$ cat src/rtl/dual_pipe_merge_arbiter.sv
// Round-robin merge of two pipeline tails onto one unbuffered consumer port.
// Drives the shared freeze (global_stall) and keeps stall/grant performance counters.
module dual_pipe_merge_arbiter #(
    parameter int DATA_W = 32,
    parameter int CNT_W  = 16
) (
    input  logic              clk,
    input  logic              reset_n,
    input  logic              in_valid_1,
    input  logic              in_flush_1,
    input  logic [DATA_W-1:0] in_data_1,
    input  logic              in_valid_2,
    input  logic              in_flush_2,
    input  logic [DATA_W-1:0] in_data_2,
    input  logic              out_ready,
    output logic              out_valid,
    output logic [DATA_W-1:0] out_data,
    output logic              out_src,
    output logic              global_stall,
    output logic [CNT_W-1:0]  stall_cycles,
    output logic [CNT_W-1:0]  grant_count_1,
    output logic [CNT_W-1:0]  grant_count_2
);

    logic             served_1_q, served_1_d;
    logic             served_2_q, served_2_d;
    logic             last_src_q, last_src_d;
    logic [CNT_W-1:0] stall_cycles_q, stall_cycles_d;
    logic [CNT_W-1:0] grant_count_1_q, grant_count_1_d;
    logic [CNT_W-1:0] grant_count_2_q, grant_count_2_d;

    logic pend_1, pend_2, grant_2, xfer;

    always_comb begin
        // A flush marker is never a request, even when valid is also high.
        pend_1  = in_valid_1 & ~in_flush_1 & ~served_1_q;
        pend_2  = in_valid_2 & ~in_flush_2 & ~served_2_q;
        grant_2 = pend_2 & (~pend_1 | ~last_src_q);

        out_valid    = pend_1 | pend_2;
        out_src      = grant_2;
        out_data     = grant_2 ? in_data_2 : in_data_1;
        xfer         = out_valid & out_ready;
        global_stall = (pend_1 & pend_2) | (out_valid & ~out_ready);

        served_1_d      = 1'b0;
        served_2_d      = 1'b0;
        last_src_d      = last_src_q;
        stall_cycles_d  = stall_cycles_q;
        grant_count_1_d = grant_count_1_q;
        grant_count_2_d = grant_count_2_q;

        // Served flags only live for the duration of one stall episode.
        if (global_stall) begin
            served_1_d = served_1_q | (xfer & ~grant_2);
            served_2_d = served_2_q | (xfer & grant_2);
            if (stall_cycles_q != {CNT_W{1'b1}}) begin
                stall_cycles_d = stall_cycles_q + 1'b1;
            end
        end

        if (xfer) begin
            last_src_d = grant_2;
            if (grant_2) begin
                grant_count_2_d = grant_count_2_q + 1'b1;
            end else begin
                grant_count_1_d = grant_count_1_q + 1'b1;
            end
        end
    end

    // last_src resets to lane 2 so lane 1 wins the first tie.
    always_ff @(posedge clk or negedge reset_n) begin
        if (!reset_n) begin
            served_1_q      <= 1'b0;
            served_2_q      <= 1'b0;
            last_src_q      <= 1'b1;
            stall_cycles_q  <= '0;
            grant_count_1_q <= '0;
            grant_count_2_q <= '0;
        end else begin
            served_1_q      <= served_1_d;
            served_2_q      <= served_2_d;
            last_src_q      <= last_src_d;
            stall_cycles_q  <= stall_cycles_d;
            grant_count_1_q <= grant_count_1_d;
            grant_count_2_q <= grant_count_2_d;
        end
    end

    assign stall_cycles  = stall_cycles_q;
    assign grant_count_1 = grant_count_1_q;
    assign grant_count_2 = grant_count_2_q;

endmodule

$ cat config.mk
export PLATFORM = sky130hd
export DESIGN_NAME = dual_pipe_merge_arbiter
export DESIGN_NICKNAME = d
export VERILOG_FILES = /design/src/rtl/dual_pipe_merge_arbiter.sv
export SDC_FILE = /design/constraint.sdc
export NUM_CORES = 1
export LEC_CHECK = 0
export CAP_MARGIN = 20
export CORE_MARGIN = 2
export CORE_UTILIZATION = 45
export CTS_CLUSTER_DIAMETER = 100
export DETAILED_ROUTE_END_ITERATION = 10
export DONT_BUFFER_PORTS = 1
export PLACE_DENSITY_LB_ADDON = 0.3
export SYNTH_ARGS = -nofsm -noshare
export SYNTH_HDL_FRONTEND = slang
export SYNTH_SLANG_ARGS = --single-unit
$ cat constraint.sdc
create_clock -name clk -period 3 [get_ports clk]
set_input_delay 0.3 -clock clk [delete_from_list [all_inputs] [get_ports clk]]
set_output_delay 0.3 -clock clk [all_outputs]
set_load 0.01 [all_outputs]
# Yosys cells after proc, flatten, opt, wreduce, memory -nomap -nowiden
# Cells that the tools add are included.
[word_totals]
in_bits = 71
output_inout_bits = 83
register_bits = 51
latch_bits = 0
elab_cells = 39
mem_bits_rw = 0
mem_count = 0
romBits = 0
[op_classes]
magnitude_cmp = 0
n_shift = 0
add_sub_neg = 3
muxes = 3
n_reduce_logical = 3
n_div = 0
bitwise = 23
n_eq_ne = 1
mul = 0
[ops]
columns = ["op", "count"]
rows = [
  ["$add 16x1->16 const B", 3],
  ["$mux 32", 1],
  ["$ne 16x16->1 const B", 1],
  ["$and 1x1->1", 10],
  ["$not 1->1", 8],
  ["$reduce_and 2->1", 3],
  ["$or 1x1->1", 5],
  ["$mux 1", 2],
]

# Logic depth before layout (Yosys ltp)
[logic_depth]
word_depth = 10
depth_mapped = 6

# Worst setup path before layout
# OpenSTA, ideal clock, no wires.
[synth_timing]
path_type = "reg-to-output"
from = "register served_2_q"
to = "output out_data[22]"
slack_ns = 0.909
path_buffers = 2
path_stages_with_launch = 6
arrival_time_ns = 1.791
cell_sequence = "dfrtp_1 -> or3b_1 -> buf_2 -> nor2_1 -> buf_2 -> mux2_2"
[synth_via]
elab_chain_len = 4
[synth_rtl]
columns = ["item", "line", "source"]
rows = [
  ["start: declaration", "26", "logic served_2_q, served_2_d;"],
  ["start signal: assignment", "83", "served_2_q <= served_2_d;"],
  ["$not 1->1", "37", "pend_2 = in_valid_2 & ~in_flush_2 & ~served_2_q;"],
  ["$and 1x1->1", "37", ""],
  ["$and 1x1->1", "38", "grant_2 = pend_2 & (~pend_1 | ~last_src_q);"],
  ["named net out_src", "18", "output logic out_src,"],
  ["$mux 32", "42", "out_data = grant_2 ? in_data_2 : in_data_1;"],
  ["end: declaration", "17", "output logic [DATA_W-1:0] out_data,"],
]
# The timed path passes the listed nets, and every way through them passes these cells.

# Worst setup path in the final report
[layout_timing]
from = "register served_2_q"
to = "output out_data[3]"
[layout_via]
elab_chain_len = 4
[layout_rtl]
columns = ["item", "line"]
rows = [
  ["$not 1->1", "37"],
  ["$and 1x1->1", "37"],
  ["$and 1x1->1", "38"],
  ["$mux 32", "42"],
]
# Every way passes these cells.

==> metrics.txt <==
outcome=finished clean; Worst R2R Path Depth=6; Fmax=between 0.4 and 0.5 GHz; ANT cells=0; Arr. time, crit path=2130 ps; I/O Pins=154; WL final=5960 um; TritonCTS buffer count=5; synth unique cells=37; Worst path slowest cell=or3b_1; Vias/cell=slightly below 6; top-area cell type share of the netlist area=43.7%; post-CTS setup buffers=0; Yosys warnings=0; measured slew at the worst slew-check pin=~760 ps; dominant synthesized flop cell=dfrtp_1; final setup vio count=0; PwrDens=588 nW/um^2; Post-Synthesis Cells=250; flops & latches, synth=51; slowest stage delay, CP=490 ps; Setup WS pre-CTS=798 ps; total gr overflow=0; Max Buffers Root-to-Sink=2; vias in the first global route=1837; Yosys top cell by area=dfrtp_1; Die ar.=between 7000 and 8000 sq um; Final ANT Viol Nets=0; CTS clk-pin slew, worst paths=90 ps; largest cells by area after synthesis=dfrtp_1, mux2_2, xnor2_1; cells along the critical path=or3b_1, nor2_2, buf_4, mux2_2; Remaining DRCs=0; initial antenna violation count=0; WP buf/inv=1; Post-synth EDFFs=0; Syn-to-layout area delta=7.66%; Crit Path Class=flip-flop to output port; Die Y-Extent=83.7 um; grt met2 use=25.2%; chip width=83.7 um; Fin Setup TNS=0 ps; clk sink count=about 50; Netlist Area Pre-Place=2860 sq um; CP endpoint kind=output port; Layout Nets=327; RSZ-0062 raised after global routing=no; Max Cap Viol=0; worst vdd ir=between 0.2 and 0.3 mV; largest net degree at the start of global routing=52; Fin Clk Skew=between 9 and 10 ps; reg2reg setup slack=around 780 ps; average wire per standard cell=18.0 um; setup slack after layout=around 570 ps; CTS root buf=clkbuf_8; All-Layer GR Usage=17.0%; Crit path required time=2700 ps; hold path cells=2; share of layout cells above drive strength 1=26.0%; fin util=49.3%; # resized after CTS=0; Startpoint Class=flip-flop; hpwl dp=4530 um; Hold Vio Cnt, Final=0; Lkg Pwr=1.28 nW; grt peak-use layer=met2; via count=1910; Worst Hold Class=primary input to flip-flop; CP max FO=33; family with the most delay on the worst path=simple AND/OR/NAND/NOR gates; Slew headroom=49.1%; fraction of registers with async set/reset=100%; first-pass GRT wire length=9600 um; std cell rows=29; core area=between 6000 and 7000 sq um; H-tree depth=2; drt first pass iters=4; max-slew violations=0; Crit path depth=4; period utilization=between 80% and 90%; clk_lat worst skew=310 ps; minimum clock period=around 2400 ps; grt met1 use=23.9%; Net Count, Synth=between 300 and 400; GP Congestion=approximately 0.77; starting density of the core=45.8%; DRT iter0 DRCs=40; CTS tree=yes; Mean Syn Cell Area=around 11 sq um; M3 GR Usage=6.63%; port buffer count=0; Power Total=1.81 mW; sequential share of the synthesized area=44.7%
## worst paths after layout
path / endpoint / start
setup / recovery: out_data[3] / served_2_q
hold / removal: last_src_q / out_ready
setup reg to reg: stall_cycles[14] / stall_cycles[0]
hold reg to reg: last_src_q / last_src_q
max in group asynchronous: last_src_q / reset_n
min in group asynchronous: stall_cycles[0] / reset_n
## area by class of cell
cell class                      count  area (sq um)
Tap cell                           77          96.3
Multi-Input combinational cell    184          1510
Inverter                            7          26.3
Clock inverter                      3          46.3
Sequential cell                    51          1280
Fill cell                         569          3160
Timing Repair Buffer                4          52.6
Clock buffer                        5          68.8
## routing by layer
metal / vias up / wire, um
li1: 893 / -
met1: 934 / 2620
met2: 78 / 2780
met3: 5 / 538
met4: 0 / 28
met5: - / 0
## sequential cells by signal (all words and copies together), names as in the netlist
| register | count |
|---|---|
| grant_count_1 | 16 |
| grant_count_2 | 16 |
| served_2_q | 1 |
| served_1_q | 1 |
| stall_cycles | 16 |
| last_src_q | 1 |
## power by group
group / internal (mW) / switching (mW) / total (mW)
Combinational: 0.146 / 0.155 / 0.301
Sequential: 0.798 / 0.220 / 1.02
Clock: 0.252 / 0.241 / 0.492
## repair_timing
action | in CTS | in global routing
endpoints found under the setup margin | 0 | 0
endpoints found under the hold margin | 51 | 0
hold buffers | 2 | 0
## cells in the final DEF, fill, tap and decap left out, drive strengths merged
| master | synthesis | routed |
|---|---|---|
| nand2 | 23 | 23 |
| nand4 | 9 | 9 |
| clkbuf | 1 | 5 |
| buf | 7 | 3 |
| dfrtp | 50 | 50 |
| or2 | 1 | 1 |
| a2111oi | 5 | 5 |
| maj3 | 1 | 1 |
| nor3 | 5 | 5 |
| and4bb | 2 | 2 |
| nor2b | 1 | 1 |
| nand3 | 14 | 14 |
| nor4 | 2 | 2 |
| xnor2 | 26 | 26 |
| mux2 | 35 | 35 |
| a21oi | 1 | 1 |
| nand4bb | 1 | 1 |
| clkinvlp | 0 | 1 |
| or3 | 1 | 1 |
| or3b | 2 | 2 |
| mux2i | 2 | 2 |
| and4 | 3 | 3 |
| o211a | 1 | 1 |
| nor4b | 1 | 1 |
| dlygate4sd3 | 0 | 1 |
| inv | 7 | 8 |
| o2111a | 1 | 1 |
| xor2 | 18 | 18 |
| bufinv | 0 | 1 |
| and3 | 6 | 6 |
| dfstp | 1 | 1 |
| o21a | 1 | 1 |
| nor2 | 12 | 12 |
| ha | 3 | 3 |
| a211oi | 7 | 7 |
## synthesized netlist by cell type (5+ instances only)
cell and n:
inv_1 7, nand3_1 14, xnor2_1 26, nor2_1 12, nor3_1 5, a2111oi_2 5
nand4_1 9, and3_1 6, dfrtp_1 50, xor2_1 18, mux2_2 34, buf_2 5
nand2_1 23, a211oi_2 7
## stage by stage
stage          instance area (sq um)  hold WS, ps  std cells
6_report                        3080          250        331
3_5_place_dp                    2930         5.53        321
3_3_place_gp                    2930         5.51        321
4_1_cts                         3080          246        331
2_1_floorplan                   2860         4.41        250
5_1_grt                         3080          278        331
## cell families after synthesis
family / Yosys count / share of synthesized area [%]
flops: 51 / 44.7
fa+ha+maj: 4 / 1.79
compound gates: 16 / 6.87
xor+xnor: 44 / 13.5
mux: 37 / 14.5
simple gates: 83 / 16.1
buf+inv: 15 / 2.58
No activity file was read; power rests on OpenSTA's default activity.
